**config.mk**
```make
export PLATFORM = sky130hd
export DESIGN_NAME = core_ctl
export DESIGN_NICKNAME = d
export VERILOG_FILES = /design/src/rtl/core_ctl.sv
export SDC_FILE = /design/constraint.sdc
export NUM_CORES = 1
export LEC_CHECK = 0
export ABC_CLOCK_PERIOD_IN_PS = 5300
export CORE_ASPECT_RATIO = 1.4
export CORE_MARGIN = 3
export CORE_UTILIZATION = 33
export DETAILED_ROUTE_END_ITERATION = 10
export RECOVER_POWER = 50
export SLEW_MARGIN = 20
export SYNTH_ARGS = -nofsm -noshare
export SYNTH_HDL_FRONTEND = slang
export SYNTH_SLANG_ARGS = --single-unit
```
**constraint.sdc**
```tcl
create_clock -name clk -period 5.3 [get_ports clk]
set_clock_uncertainty 0.15 [all_clocks]
set_input_delay 1.06 -clock clk [delete_from_list [all_inputs] [get_ports clk]]
set_output_delay 1.06 -clock clk [all_outputs]
set_load 0.005 [all_outputs]
```
**src/rtl/core_ctl.sv**
```systemverilog
// core_ctl: multi-cycle FETCH/DECODE/EXEC/MEM/WRITE sequencer.
// Holds the program counter and the retired-instruction counter.
module core_ctl #(
  parameter logic [31:0] RESET_PC  = 32'h0000_0000,
  parameter int unsigned INSTRET_W = 32
) (
  input  logic                 clk,
  input  logic                 rstn,
  input  logic                 run,
  input  logic                 imem_ack,
  input  logic                 dmem_ack,
  input  logic                 mem_read,
  input  logic                 mem_write,
  input  logic                 reg_write,
  input  logic                 branch_uc,
  input  logic                 branch_c,
  input  logic                 cond,
  input  logic [31:0]          target,
  output logic [2:0]           state,
  output logic [31:0]          pc,
  output logic                 imem_req,
  output logic                 ir_write,
  output logic                 dmem_req,
  output logic                 dmem_we,
  output logic                 rf_we,
  output logic [INSTRET_W-1:0] instret
);

  localparam logic [2:0] ST_FETCH  = 3'd0;
  localparam logic [2:0] ST_DECODE = 3'd1;
  localparam logic [2:0] ST_EXEC   = 3'd2;
  localparam logic [2:0] ST_MEM    = 3'd3;
  localparam logic [2:0] ST_WRITE  = 3'd4;

  localparam logic [INSTRET_W-1:0] INSTRET_ONE = INSTRET_W'(1);

  logic [2:0]           state_q, state_d;
  logic [31:0]          pc_q, pc_d;
  logic [INSTRET_W-1:0] instret_q, instret_d;
  logic                 taken_s;

  // State, pc and retire counter registers.
  always_ff @(posedge clk or negedge rstn) begin
    if (!rstn) begin
      state_q   <= ST_FETCH;
      pc_q      <= RESET_PC;
      instret_q <= '0;
    end else begin
      state_q   <= state_d;
      pc_q      <= pc_d;
      instret_q <= instret_d;
    end
  end

  // Next-state logic; encodings 5-7 fall back to FETCH.
  always_comb begin
    state_d = ST_FETCH;
    case (state_q)
      ST_FETCH: begin
        if (run && imem_ack) state_d = ST_DECODE;
        else                 state_d = ST_FETCH;
      end
      ST_DECODE: state_d = ST_EXEC;
      ST_EXEC: begin
        if (mem_read || mem_write) state_d = ST_MEM;
        else                       state_d = ST_WRITE;
      end
      ST_MEM: begin
        if (dmem_ack) state_d = ST_WRITE;
        else          state_d = ST_MEM;
      end
      ST_WRITE: state_d = ST_FETCH;
      default:  state_d = ST_FETCH;
    endcase
  end

  // pc and instret advance only when an instruction retires in WRITE.
  always_comb begin
    taken_s   = branch_uc || (branch_c && cond);
    pc_d      = pc_q;
    instret_d = instret_q;
    if (state_q == ST_WRITE) begin
      if (taken_s) pc_d = target;
      else         pc_d = pc_q + 32'd4;
      instret_d = instret_q + INSTRET_ONE;
    end else begin
      pc_d      = pc_q;
      instret_d = instret_q;
    end
  end

  // Strobe decode; gated by rstn so they drop the moment reset asserts.
  always_comb begin
    imem_req = 1'b0;
    ir_write = 1'b0;
    dmem_req = 1'b0;
    dmem_we  = 1'b0;
    rf_we    = 1'b0;
    if (rstn) begin
      case (state_q)
        ST_FETCH: begin
          imem_req = run;
          ir_write = run && imem_ack;
        end
        ST_MEM: begin
          dmem_req = 1'b1;
          dmem_we  = mem_write;
        end
        ST_WRITE: rf_we = reg_write;
        default: begin
          imem_req = 1'b0;
          dmem_req = 1'b0;
        end
      endcase
    end else begin
      imem_req = 1'b0;
      dmem_req = 1'b0;
    end
  end

  assign state   = state_q;
  assign pc      = pc_q;
  assign instret = instret_q;

endmodule

```
* After elaboration in Yosys (flattened, before gate mapping)
Index checks and enable logic that the tools add are counted.
Widths: inputs -> output; s select.
** Storage, ports and cells
- Output and inout port bits :: 72
- Register bits :: 67
- Bits of input ports :: 43
** Cells by class
- Mux-type cells :: 15
- $add $sub $neg :: 2
- Reductions and logical operators :: 5
- Eq/ne operators :: 4
** Operators by type and width (number)
- $add 32x1->32 const B :: 1
- $add 32x3->32 const B :: 1
- $mux 32 :: 1
- $pmux 3 s4 :: 1
- $mux 1 :: 11
- $eq 3x2->1 const B :: 2
- $mux 3 :: 2
- $eq 3x1->1 const B :: 1
- $eq 3x3->1 const B :: 1
- $logic_not 3->1 :: 1
- $logic_and 1x1->1 :: 2
- $logic_or 1x1->1 :: 2

* Depth between registers and ports, before layout
- Depth in word-level cells :: 3
- Mapped depth :: 7

* Least setup slack after synthesis
Ideal clock, no wire load.
- Kind :: input to output
- From :: input rstn
- To :: output dmem_we
- Stages :: 3
- Path buffers :: 0
- Data arrival time :: 1.546 ns
- Path slack :: 2.544 ns
- Path through :: and2b_1 > and3_1 > and2_1
** Between the ends
- Longest elaborated chain between the ends :: 1
** RTL lines
- from (decl) :: line 8 : input logic rstn,
- $mux 1 :: line 99 : if (rstn) begin
- to (decl) :: line 24 : output logic dmem_we,
Every way passes these cells.

* Worst setup path in the final report
- From :: register state_q[0] (netlist: state[0])
- To :: output rf_we
** Between the ends
- Longest elaborated chain between the ends :: 3
** RTL lines
- from (decl) :: line 37 : logic [2:0] state_q, state_d;
- from (signal assigned) :: line 49 : state_q <= state_d;
- $eq 3x3->1 :: line 100 : case (state_q)
- $mux 1 :: line 100
- $mux 1 :: line 99
- to (decl) :: line 25 : output logic rf_we,
Every way passes these cells.

==> run summary <==
## Outcome
- finished with violations — result of the run
- capacitance limit, slew limit — violated checks

## Placed design
- 4780 µm² — placement-stage cell area
- 7410 µm — placed wire-length estimate
- 607 — placed cells
- 114 — port buffer count
- 0.862 — final weighted congestion in routability-driven placement

## Cells and area
- 5040 µm² — Final Cell Area
- 0 — antenna diode instance count
- 4.12% — layout cell share with drive strength beyond 1
- 621 — Non-Filler Instances
- 49.9% — final core utilization
- 44.1% — growth of design area from synthesis to finish
- 528 — Nets

## CTS
- built — CTS tree
- 9 — TritonCTS buffer count
- 2 — Clock Tree Buf Depth
- sky130_fd_sc_hd__clkbuf_16 — Clock Tree Root
- 0 — number of cells upsized or downsized after cts
- 0 — hold_buf cts
- 0 — Setup Buffers After CTS
- 330 ps — clock latency reported for the late side of the worst-skew pair
- 60 ps — clock edge transition at the registers on the reported setup and hold paths
- 67 — number of sinks on the clock net
- 3 — CTS H-tree depth

## Logic synthesis
- 100% — proportion of synthesized flip-flops having asynchronous set or reset
- 50 — post-synthesis cell type count
- 0 — synthesis warning total
- sky130_fd_sc_hd__dfrtp_1 — ys flop type
- 370 — instance count of the mapped netlist
- 67 — FF+latch count, synth
- 47.9% — sequential-to-total area share from yosys stat
- 3500 µm² — Synth Cell Area
- 415 — Post-Synthesis Net Count
- 9.46 µm² — mean area per synthesized cell
- 0 — Post-synth EDFFs

## STA
- 1710 ps — transition time at the pin with the least slew margin
- 78.4% — post-route fraction of the period consumed by the critical path
- 4160 ps — Final Critical Period
- 241 MHz — maximum operating frequency
- -14.3% — Worst slew margin
- 101 — final-report max-slew violation count
- 0 — number of failing hold endpoints at the final stage
- 0 — final setup violation count
- 0 ps — setup tns final
- no — RSZ-0062 raised after global routing

## Critical path
- 32 — CP max FO
- 4090 ps — Data required, critical path
- 2950 ps — Critical Path AT
- buffers and inverters — CP top delay family
- 1140 ps — Critical Path Max Stage Delay
- primary output — element type at the critical path end
- sky130_fd_sc_hd__clkbuf_1 — standard cell with the maximum stage delay on the critical path
- flop — kind of start point of the critical path
- flop to primary output — Setup Crit Path Kind
- 2 — count of buffering cells on the critical path with inverters included
- nor3b_1 > clkbuf_1 > and3_1 > clkdlybuf4s50_1 — critical path cell sequence

## Floorplanning
- 43 — FP Rows
- 34.6% — starting density of the core
- 93.1 µm — Chip Width
- 128 µm — Die Span Y
- 11900 µm² — DIE AREA
- 115 — number of placed I/O pins
- 10100 µm² — placeable core area

## Global routing
- 0 — aggregate global routing overflow
- 3495 — number of global-route vias before repair
- 0 — antenna violations before repair
- 68 — largest net degree at the start of global routing
- 18.4% — Overall Global Routing Usage
- 17300 µm — global-route wire length before repair

## Route
- 147 — initial drt markers
- 4 — first-pass detailed-route iteration total
- 0 — total DRC errors in the routed layout
- 5.44 — drt via density
- 3378 — Via Count
- 17.0 µm — routed wirelength normalized by instance count
- 10600 µm — DRT Wirelength
- 0 — ANT nets after route

## Power and ir drop
- 0.00206 µW — Lkg Pwr
- 418 nW/µm² — total power density per cell area
- 214 µV — Worst VDD drop

## Worst hold path
- flop to flop — type of the most critical hold path

## Flow run
- 2 — maxcap violations

[final cells by class]
cell class              count  area [µm²]
repair buffers            117        1150
flip-flops and latches     67        1680
fillers                  1025        5070
inverters                   4        15.0
multi-input cells         284        1730
well taps                 135         169
clock buffers              11         233
clock inverters             3        65.1
[cell families after synthesis]
| kind of cell | count (synthesis) | share of synthesized area [%] |
|---|---|---|
| compound gates | 87 | 16.1 |
| simple gates | 164 | 25.2 |
| fa+ha+maj | 2 | 0.715 |
| buf+inv | 19 | 2.29 |
| flops | 67 | 47.9 |
| xor+xnor | 31 | 7.76 |
[cells in the final DEF, fill, tap and decap left out, types with 12 or more instances in the layout]
| cell | count |
|---|---|
| sky130_fd_sc_hd__nand4_1 | 16 |
| sky130_fd_sc_hd__o21ai_0 | 12 |
| sky130_fd_sc_hd__xnor2_1 | 22 |
| sky130_fd_sc_hd__a21oi_1 | 28 |
| sky130_fd_sc_hd__clkdlybuf4s50_1 | 102 |
| sky130_fd_sc_hd__dfrtp_1 | 67 |
| sky130_fd_sc_hd__and3_1 | 15 |
| sky130_fd_sc_hd__nand2_1 | 49 |
| sky130_fd_sc_hd__nor2_1 | 28 |
| sky130_fd_sc_hd__nand3_1 | 14 |
[worst reg2reg max path, stage by stage (launching register included)]
cell	delay [ps]
sky130_fd_sc_hd__dfrtp_1	460
sky130_fd_sc_hd__or3b_1	860
sky130_fd_sc_hd__nor4_1	1080
sky130_fd_sc_hd__nor4b_1	810
sky130_fd_sc_hd__nand4_1	210
sky130_fd_sc_hd__xnor2_1	170
[cell usage after synthesis (2+ instances only)]
cell type                    n  area (µm²)
sky130_fd_sc_hd__a211oi_1    6        45.0
sky130_fd_sc_hd__a21o_1      3        22.5
sky130_fd_sc_hd__a21oi_1    29         145
sky130_fd_sc_hd__a221o_1     2        20.0
sky130_fd_sc_hd__a22oi_1     3        22.5
sky130_fd_sc_hd__a2bb2oi_1   4        35.0
sky130_fd_sc_hd__a311o_1     2        20.0
sky130_fd_sc_hd__a31oi_1     6        37.5
sky130_fd_sc_hd__and2_1      3        18.8
sky130_fd_sc_hd__and3_1     15        93.8
sky130_fd_sc_hd__and4_1      6        52.6
sky130_fd_sc_hd__clkbuf_1   12        45.0
sky130_fd_sc_hd__dfrtp_1    67        1680
sky130_fd_sc_hd__ha_1        2        25.0
sky130_fd_sc_hd__inv_1       4        15.0
sky130_fd_sc_hd__nand2_1    49         184
sky130_fd_sc_hd__nand2b_1    4        25.0
sky130_fd_sc_hd__nand3_1    14        70.1
sky130_fd_sc_hd__nand4_1    16         100
sky130_fd_sc_hd__nor2_1     28         105
sky130_fd_sc_hd__nor3_1      8        40.0
sky130_fd_sc_hd__nor3b_1     3        22.5
sky130_fd_sc_hd__nor4_1      4        25.0
sky130_fd_sc_hd__nor4_4      2        42.5
sky130_fd_sc_hd__o211ai_1    2        15.0
sky130_fd_sc_hd__o21ai_0    12        60.1
sky130_fd_sc_hd__o221ai_1    2        17.5
sky130_fd_sc_hd__o22a_1      3        26.3
sky130_fd_sc_hd__o22ai_1     7        43.8
sky130_fd_sc_hd__o41ai_1     2        17.5
sky130_fd_sc_hd__or3_1       2        12.5
sky130_fd_sc_hd__xnor2_1    22         193
sky130_fd_sc_hd__xor2_1      9        78.8
[worst paths after layout]
| path | endpoint | depth (start not counted) | slack [ps] | start |
|---|---|---|---|---|
| max | rf_we | 4 | 1140 | state[0]$_DFF_PN0_ |
| max reg2reg | instret[27]$_DFFE_PN0N_ | 5 | 1450 | state[0]$_DFF_PN0_ |
| min in group asynchronous | state[0]$_DFF_PN0_ | 2 | 1310 | rstn |
| min | instret[31]$_DFFE_PN0N_ | 1 | 320 | instret[31]$_DFFE_PN0N_ |
| max in group asynchronous | pc[19]$_DFFE_PN0N_ | 2 | 2680 | rstn |
| min reg2reg | instret[31]$_DFFE_PN0N_ | 1 | 320 | instret[31]$_DFFE_PN0N_ |
[metal layers]
layer | global-route usage, % | share of wire [%]
met4 | 5.35 | 1.5
met2 | 33.1 | 52
met3 | 5.28 | 6.1
met5 | 0 | 0
met1 | 21.0 | 41
[state kept, by name (all words and copies together), names as in the netlist]
signal,count
instret,32
pc,32
state,3
[power breakdown]
group          total (µW)  internal [µW]  switching [µW]
registers             830            641             189
logic                 663            389             274
clock network         616            406             210
[per-stage QoR]
step	hold WS, ps	worst slack [ps]	total power, µW
after global placement	309	1790	1500
after CTS	328	1780	2140
after global routing	344	980	2240
after floorplan	318	2540	1090
final	318	1140	2110
after detailed placement	317	1780	1510
Power figures use the tool's default switching activity.
